`config.mk`:
```
export PLATFORM = sky130hd
export DESIGN_NAME = audio_voice_scheduler
export DESIGN_NICKNAME = d
export VERILOG_FILES = /design/src/rtl/audio_voice_scheduler.sv
export SDC_FILE = /design/constraint.sdc
export NUM_CORES = 1
export LEC_CHECK = 0
export BUFFER_PORTS_ARGS = -buffer_cell sky130_fd_sc_hd__buf_2
export CORE_MARGIN = 3
export CORE_UTILIZATION = 54
export CTS_CLUSTER_SIZE = 14
export DETAILED_ROUTE_END_ITERATION = 6
export PLACE_DENSITY = 0.8
export SKIP_CTS_REPAIR_TIMING = 1
export SYNTH_ARGS = -nofsm -noshare
export SYNTH_HDL_FRONTEND = slang
export SYNTH_SLANG_ARGS = --single-unit
```
`constraint.sdc`:
```
create_clock -name clk -period 3.5 [get_ports clk]
set_clock_uncertainty 0.2 [all_clocks]
set_input_delay 1.05 -clock clk [delete_from_list [all_inputs] [get_ports clk]]
set_output_delay 1.05 -clock clk [all_outputs]
set_load 0.05 [all_outputs]
```
`src/rtl/audio_voice_scheduler.sv`:
```
// audio_voice_scheduler
//   Paces stereo frames at SAMPLING_RATE from clk, polls the unmuted voices in
//   index order over a shared return bus, mixes their samples and writes one
//   {L, R} word per frame into the audio FIFO write side.
//   Optional macro: MIX_AVERAGE_EN -- output the arithmetic-shift average of the
//   voices instead of the saturated sum.
module audio_voice_scheduler #(
  parameter int unsigned AUDIO_WIDTH   = 16,
  parameter int unsigned NUM_VOICES    = 4,
  parameter int unsigned CLK_FREQ      = 100000000,
  parameter int unsigned SAMPLING_RATE = 44100,
  parameter int unsigned TIMEOUT       = 15
) (
  input  logic                            clk,
  input  logic                            resetn,
  input  logic                            enable,
  input  logic [NUM_VOICES-1:0]           mute_mask,
  output logic [NUM_VOICES-1:0]           voice_req,
  output logic [$clog2(NUM_VOICES)-1:0]   voice_sel,
  input  logic [2*AUDIO_WIDTH-1:0]        voice_data,
  input  logic                            voice_valid,
  output logic [2*AUDIO_WIDTH-1:0]        sample_data,
  output logic                            sample_en,
  input  logic                            sample_full,
  output logic                            overrun,
  output logic                            timeout_err,
  output logic                            busy
);

  localparam int unsigned SEL_W = $clog2(NUM_VOICES);
  localparam int unsigned ACC_W = AUDIO_WIDTH + SEL_W;
  localparam int unsigned PH_W  = $clog2(CLK_FREQ) + 1;
  localparam int unsigned CNT_W = $clog2(TIMEOUT + 1);

  typedef enum logic [2:0] {IDLE, REQ, WAIT, OUT, WRITE} state_t;

  state_t                   state, state_nx;
  logic [PH_W-1:0]          phase;
  logic [PH_W:0]            phase_sum;
  logic                     tick;
  logic [SEL_W-1:0]         cur, cur_nx;
  logic signed [ACC_W-1:0]  acc_l, acc_r, acc_l_nx, acc_r_nx;
  logic signed [ACC_W-1:0]  ext_l, ext_r;
  logic [CNT_W-1:0]         cnt, cnt_nx;
  logic                     valid_q;
  logic [2*AUDIO_WIDTH-1:0] data_q;
  int unsigned              start_i;
  logic                     nxt_found;
  logic [SEL_W-1:0]         nxt_idx;

  // Per-channel output stage: saturated sum, or average when MIX_AVERAGE_EN.
  function automatic logic [AUDIO_WIDTH-1:0] mix_out(input logic signed [ACC_W-1:0] a);
`ifdef MIX_AVERAGE_EN
    logic signed [ACC_W-1:0] sh;
    sh = a >>> SEL_W;
    return sh[AUDIO_WIDTH-1:0];
`else
    logic [SEL_W:0] top;
    top = a[ACC_W-1:AUDIO_WIDTH-1];
    if (top == '0 || top == '1) return a[AUDIO_WIDTH-1:0];
    else if (a[ACC_W-1])        return {1'b1, {(AUDIO_WIDTH-1){1'b0}}};
    else                        return {1'b0, {(AUDIO_WIDTH-1){1'b1}}};
`endif
  endfunction

  assign phase_sum = {1'b0, phase} + (PH_W+1)'(SAMPLING_RATE);
  assign tick      = enable && (phase_sum >= (PH_W+1)'(CLK_FREQ));
  assign ext_l     = {{SEL_W{data_q[2*AUDIO_WIDTH-1]}}, data_q[2*AUDIO_WIDTH-1:AUDIO_WIDTH]};
  assign ext_r     = {{SEL_W{data_q[AUDIO_WIDTH-1]}}, data_q[AUDIO_WIDTH-1:0]};
  assign overrun   = tick && (state != IDLE);
  assign busy      = (state != IDLE);

  // Phase accumulator: exact long-term frame rate, held at zero while disabled.
  always_ff @(posedge clk) begin
    if (!resetn || !enable) phase <= '0;
    else if (tick)          phase <= PH_W'(phase_sum - (PH_W+1)'(CLK_FREQ));
    else                    phase <= PH_W'(phase_sum);
  end

  // Lowest unmuted voice at or above the search start (0 from IDLE, cur+1 from WAIT).
  always_comb begin
    start_i   = (state == WAIT) ? 32'(cur) + 32'd1 : 32'd0;
    nxt_found = 1'b0;
    nxt_idx   = '0;
    for (int unsigned i = 0; i < NUM_VOICES; i++) begin
      if (!nxt_found && i >= start_i && !mute_mask[i]) begin
        nxt_found = 1'b1;
        nxt_idx   = SEL_W'(i);
      end
    end
  end

  // Next-state, datapath update and strobe outputs.
  always_comb begin
    state_nx    = state;
    cur_nx      = cur;
    acc_l_nx    = acc_l;
    acc_r_nx    = acc_r;
    cnt_nx      = cnt;
    voice_req   = '0;
    voice_sel   = '0;
    sample_en   = 1'b0;
    timeout_err = 1'b0;
    case (state)
      IDLE: begin
        if (tick) begin
          acc_l_nx = '0;
          acc_r_nx = '0;
          if (nxt_found) begin
            cur_nx   = nxt_idx;
            state_nx = REQ;
          end else begin
            state_nx = OUT;
          end
        end
      end
      REQ: begin
        voice_req[cur] = 1'b1;
        voice_sel      = cur;
        cnt_nx         = '0;
        state_nx       = WAIT;
      end
      WAIT: begin
        voice_sel = cur;
        if (valid_q || cnt == CNT_W'(TIMEOUT)) begin
          if (valid_q) begin
            acc_l_nx = acc_l + ext_l;
            acc_r_nx = acc_r + ext_r;
          end else begin
            timeout_err = 1'b1;
          end
          if (nxt_found) begin
            cur_nx   = nxt_idx;
            state_nx = REQ;
          end else begin
            state_nx = OUT;
          end
        end else begin
          cnt_nx = cnt + CNT_W'(1);
        end
      end
      OUT: begin
        if (!sample_full) state_nx = WRITE;
      end
      WRITE: begin
        sample_en = 1'b1;
        state_nx  = IDLE;
      end
      default: state_nx = IDLE;
    endcase
  end

  // State and datapath registers. The voice return is registered before use,
  // so a voice answering the cycle after its request is consumed on the second
  // WAIT cycle, giving three cycles per voice.
  always_ff @(posedge clk) begin
    if (!resetn) begin
      state       <= IDLE;
      cur         <= '0;
      acc_l       <= '0;
      acc_r       <= '0;
      cnt         <= '0;
      valid_q     <= 1'b0;
      data_q      <= '0;
      sample_data <= '0;
    end else begin
      state   <= state_nx;
      cur     <= cur_nx;
      acc_l   <= acc_l_nx;
      acc_r   <= acc_r_nx;
      cnt     <= cnt_nx;
      valid_q <= (state == WAIT) && voice_valid;
      data_q  <= voice_data;
      if (state_nx == OUT && state != OUT)
        sample_data <= {mix_out(acc_l_nx), mix_out(acc_r_nx)};
    end
  end

endmodule

```
==> reports/qor.txt <==
Most common cell after layout, fill and taps aside -> dfxtp_1
Part of the power in registers -> 42.4%
Critical Path End Type -> output pin
Met2 usage in global routing -> 41.53%
Clock power share -> 50.7%
FMAX -> 241.3 MHz
CP required -> 2.25 ns
Post-Route Utilization -> 71.67%
#FFs+latches synth -> 136
WL final -> 20640 um
Pre-CTS setup slack -> -0.4072 ns
Max FO, Critical Path -> 6
Status -> complete, but fails checks
Worst Hold Launch -> cnt[1]$_SDFFE_PN0P_
Cell row count -> 43
Most Crowded Layer GR -> met2
Die area -> 15860 um^2
Fin nets -> 1139
Total GRT Usage -> 24.31%
Final hold viol count -> 0
Hold depth -> 2
Psw -> 835.1 uW
RSZ-0062 raised after global routing -> true
Setup CP Type -> reg2out
Setup ws final -> -0.6450 ns
Worst R2R Setup Slack -> -0.11 ns
Remaining routing DRC violations -> 0
Remaining global-route overflow -> 0
Via density -> 5.804
Share of layout cells above drive strength 1 -> 29.74%
Ys flop type -> dfxtp_1
Switch share -> 22.18%
Setup violators final -> 31
Met3 Track Usage GR -> 5.004%
RD Place Congestion -> 0.9088
Starting DRT DRC Count -> 678
Post-Syn Area -> 7767 um^2
Crit start category -> flop
Count of cell types in the netlist -> 82
Slew @ Worst Pin -> 0.8317 ns
Clock sinks -> 136
Clock Pin Slew Worst Setup and Hold Paths -> 0.06 ns
Slowest stage delay, CP -> 0.41 ns
Clk Latency, worst-skew pair -> 0.42 ns
CTS Buffer Depth -> 2
Yosys warns -> 0
# port buffers -> 82
Global-route wire length before repair -> 32130 um
Maximum vdd drop -> 0.3588 mV
Largest net degree at the start of global routing -> 38
EDFF count, synth -> 0
Initial core utilization -> 55.53%
Final slew viol count -> 0
Share of flip-flops with an asynchronous set or reset -> 0%
Most frequent cells in the layout -> dfxtp_1, buf_4, nor2_1
# Max-Cap Violations -> 0
Tcrit/Tclk final -> 118.4%
Average wire per standard cell -> 16.57 um
Layout area overhead -> 29.08%
Comb pwr share -> 6.9%
R2r startpoint -> phase[2]$_SDFF_PP0_
Vias in the first global route -> 6859
Reg2Reg Depth -> 15
Worst r2r dst -> sample_data[30]$_SDFFE_PN0P_
Hold path endpoint -> cnt[1]$_SDFFE_PN0P_
Worst EP arrival -> 2.89 ns
Antenna Nets Post-Route -> 0
Post-Synthesis Cells -> 883
Initial antenna violation count -> 0
H-tree level count -> 4
Root buffer cell -> clkbuf_16
Placeable Area -> 13990 um^2
Most frequent CP cell -> buf_6
Post-route minimum period -> 4.145 ns
Hold Slack -> 0.2736 ns
Lkg Pwr -> 4.366 nW
Failing checks -> negative setup slack
Seq/Total Area, Yosys -> 35.05%
GR Util met1 -> 30.60%
CP startpoint -> phase[2]$_SDFF_PP0_
CTS tree -> yes
# diodes -> 0
HP Class -> reg2reg
Die width -> 125.9 um
Cells along the critical path -> ha_4 -> a31o_4 -> buf_6 -> a21oi_4 -> o21ai_2 -> a2111o_1 -> a221oi_2 -> o22a_1 -> nand3_4 -> nor2_4 -> buf_6
Dpl hpwl -> 13680 um
Via count -> 7232
Mean Syn Cell Area -> 8.797 um^2
Pwr/cell area -> 375.6 nW/um^2
I/O pin cnt -> 83
Synthesized net count -> 969
CTS buffer count -> 17
Worst path slowest cell -> a2111o_1
Drt first pass iters -> 5
P_int -> 2.930 mW
Die H -> 125.9 um
Slew headroom -> 44.55%
## power groups by stage
stage               clock, mW  sequential, mW  combinational (mW)
global route             1.98            1.60               0.283
floorplan                   0            1.62               0.154
detailed placement          0            1.63               0.241
CTS                      1.92            1.59               0.244
finish                   1.91            1.60               0.260
global placement            0            1.63               0.237
## Yosys cell counts (11+ instances only)
library cell / n / share of area [%]
a21o_1: 21 / 2.0
clkbuf_1: 25 / 1.2
xnor2_1: 44 / 5.0
o21ai_0: 40 / 2.6
nand3_1: 21 / 1.4
buf_2: 16 / 1.0
nor3_1: 14 / 0.90
nand2_1: 49 / 2.4
a22oi_1: 13 / 1.3
nand2b_1: 11 / 0.89
o221a_2: 15 / 2.2
and3_1: 15 / 1.2
or3_1: 11 / 0.89
ha_1: 43 / 6.9
nor2_1: 95 / 4.6
inv_1: 17 / 0.82
xor2_1: 26 / 2.9
and2_1: 57 / 4.6
dfxtp_1: 136 / 35
a21oi_1: 52 / 3.4
## final cells by class
| type | instances | area [um^2] |
|---|---|---|
| Clock buffer | 21 | 460.4 |
| Fill cell | 1002 | 3963 |
| Multi-Input combinational cell | 679 | 4952 |
| Tap cell | 180 | 225.2 |
| Inverter | 17 | 63.81 |
| Timing Repair Buffer | 202 | 1419 |
| Clock inverter | 11 | 168.9 |
| Sequential cell | 136 | 2736 |
## worst max-delay path by stage
stage | endpoint | slack [ns] | depth (start not counted)
finish | overrun | -0.64 | 11
global route | overrun | -0.77 | 14
CTS | overrun | -0.86 | 12
detailed placement | sample_data[24]$_SDFFE_PN0P_ | -0.41 | 12
global placement | overrun | -0.30 | 9
floorplan | overrun | -0.35 | 11
## critical path: cells and delay by family, from the launching register on
kind / cells / cell delay [ns]
buffers and inverters: 2 / 0.29
DFF: 1 / 0.37
adders and majority gates: 1 / 0.18
AOI/OAI and AO/OA: 6 / 1.43
and+or+nand+nor: 2 / 0.21
## stage by stage
| step | area, um^2 | setup TNS [ns] | power (mW) | std cells |
|---|---|---|---|---|
| 3_3_place_gp | 9040 | -5.702 | 1.865 | 1202 |
| 4_1_cts | 9669 | -13.01 | 3.759 | 1234 |
| 3_5_place_dp | 9040 | -9.267 | 1.869 | 1202 |
| 5_1_grt | 10030 | -7.886 | 3.866 | 1246 |
| 6_report | 10030 | -2.535 | 3.765 | 1246 |
| 2_1_floorplan | 7815 | -0.3519 | 1.772 | 883 |
## sequential cells by signal, summed over array words and instances (netlist names)
signal	flops
sample_data	32
acc_l	18
cur	2
data_q	32
state	3
valid_q	1
acc_r	18
cnt	4
phase	26
## layer usage
| layer | routed length [um] | vias up |
|---|---|---|
| met5 | 0 | - |
| met2 | 10140 | 222 |
| met4 | 482 | 0 |
| met3 | 1066 | 42 |
| li1 | - | 3528 |
| met1 | 8952 | 3440 |
## cells by family after synthesis
| family | share of synthesized area [%] |
|---|---|
| adders and majority gates | 7.442 |
| muxes | 0.6604 |
| xor gates and xnor gates | 8.103 |
| DFF | 35.05 |
| buffers and inverters | 4.124 |
| and+or+nand+nor | 20.20 |
| AOI/OAI and AO/OA | 24.42 |
No activity file was read; power rests on OpenSTA's default activity.
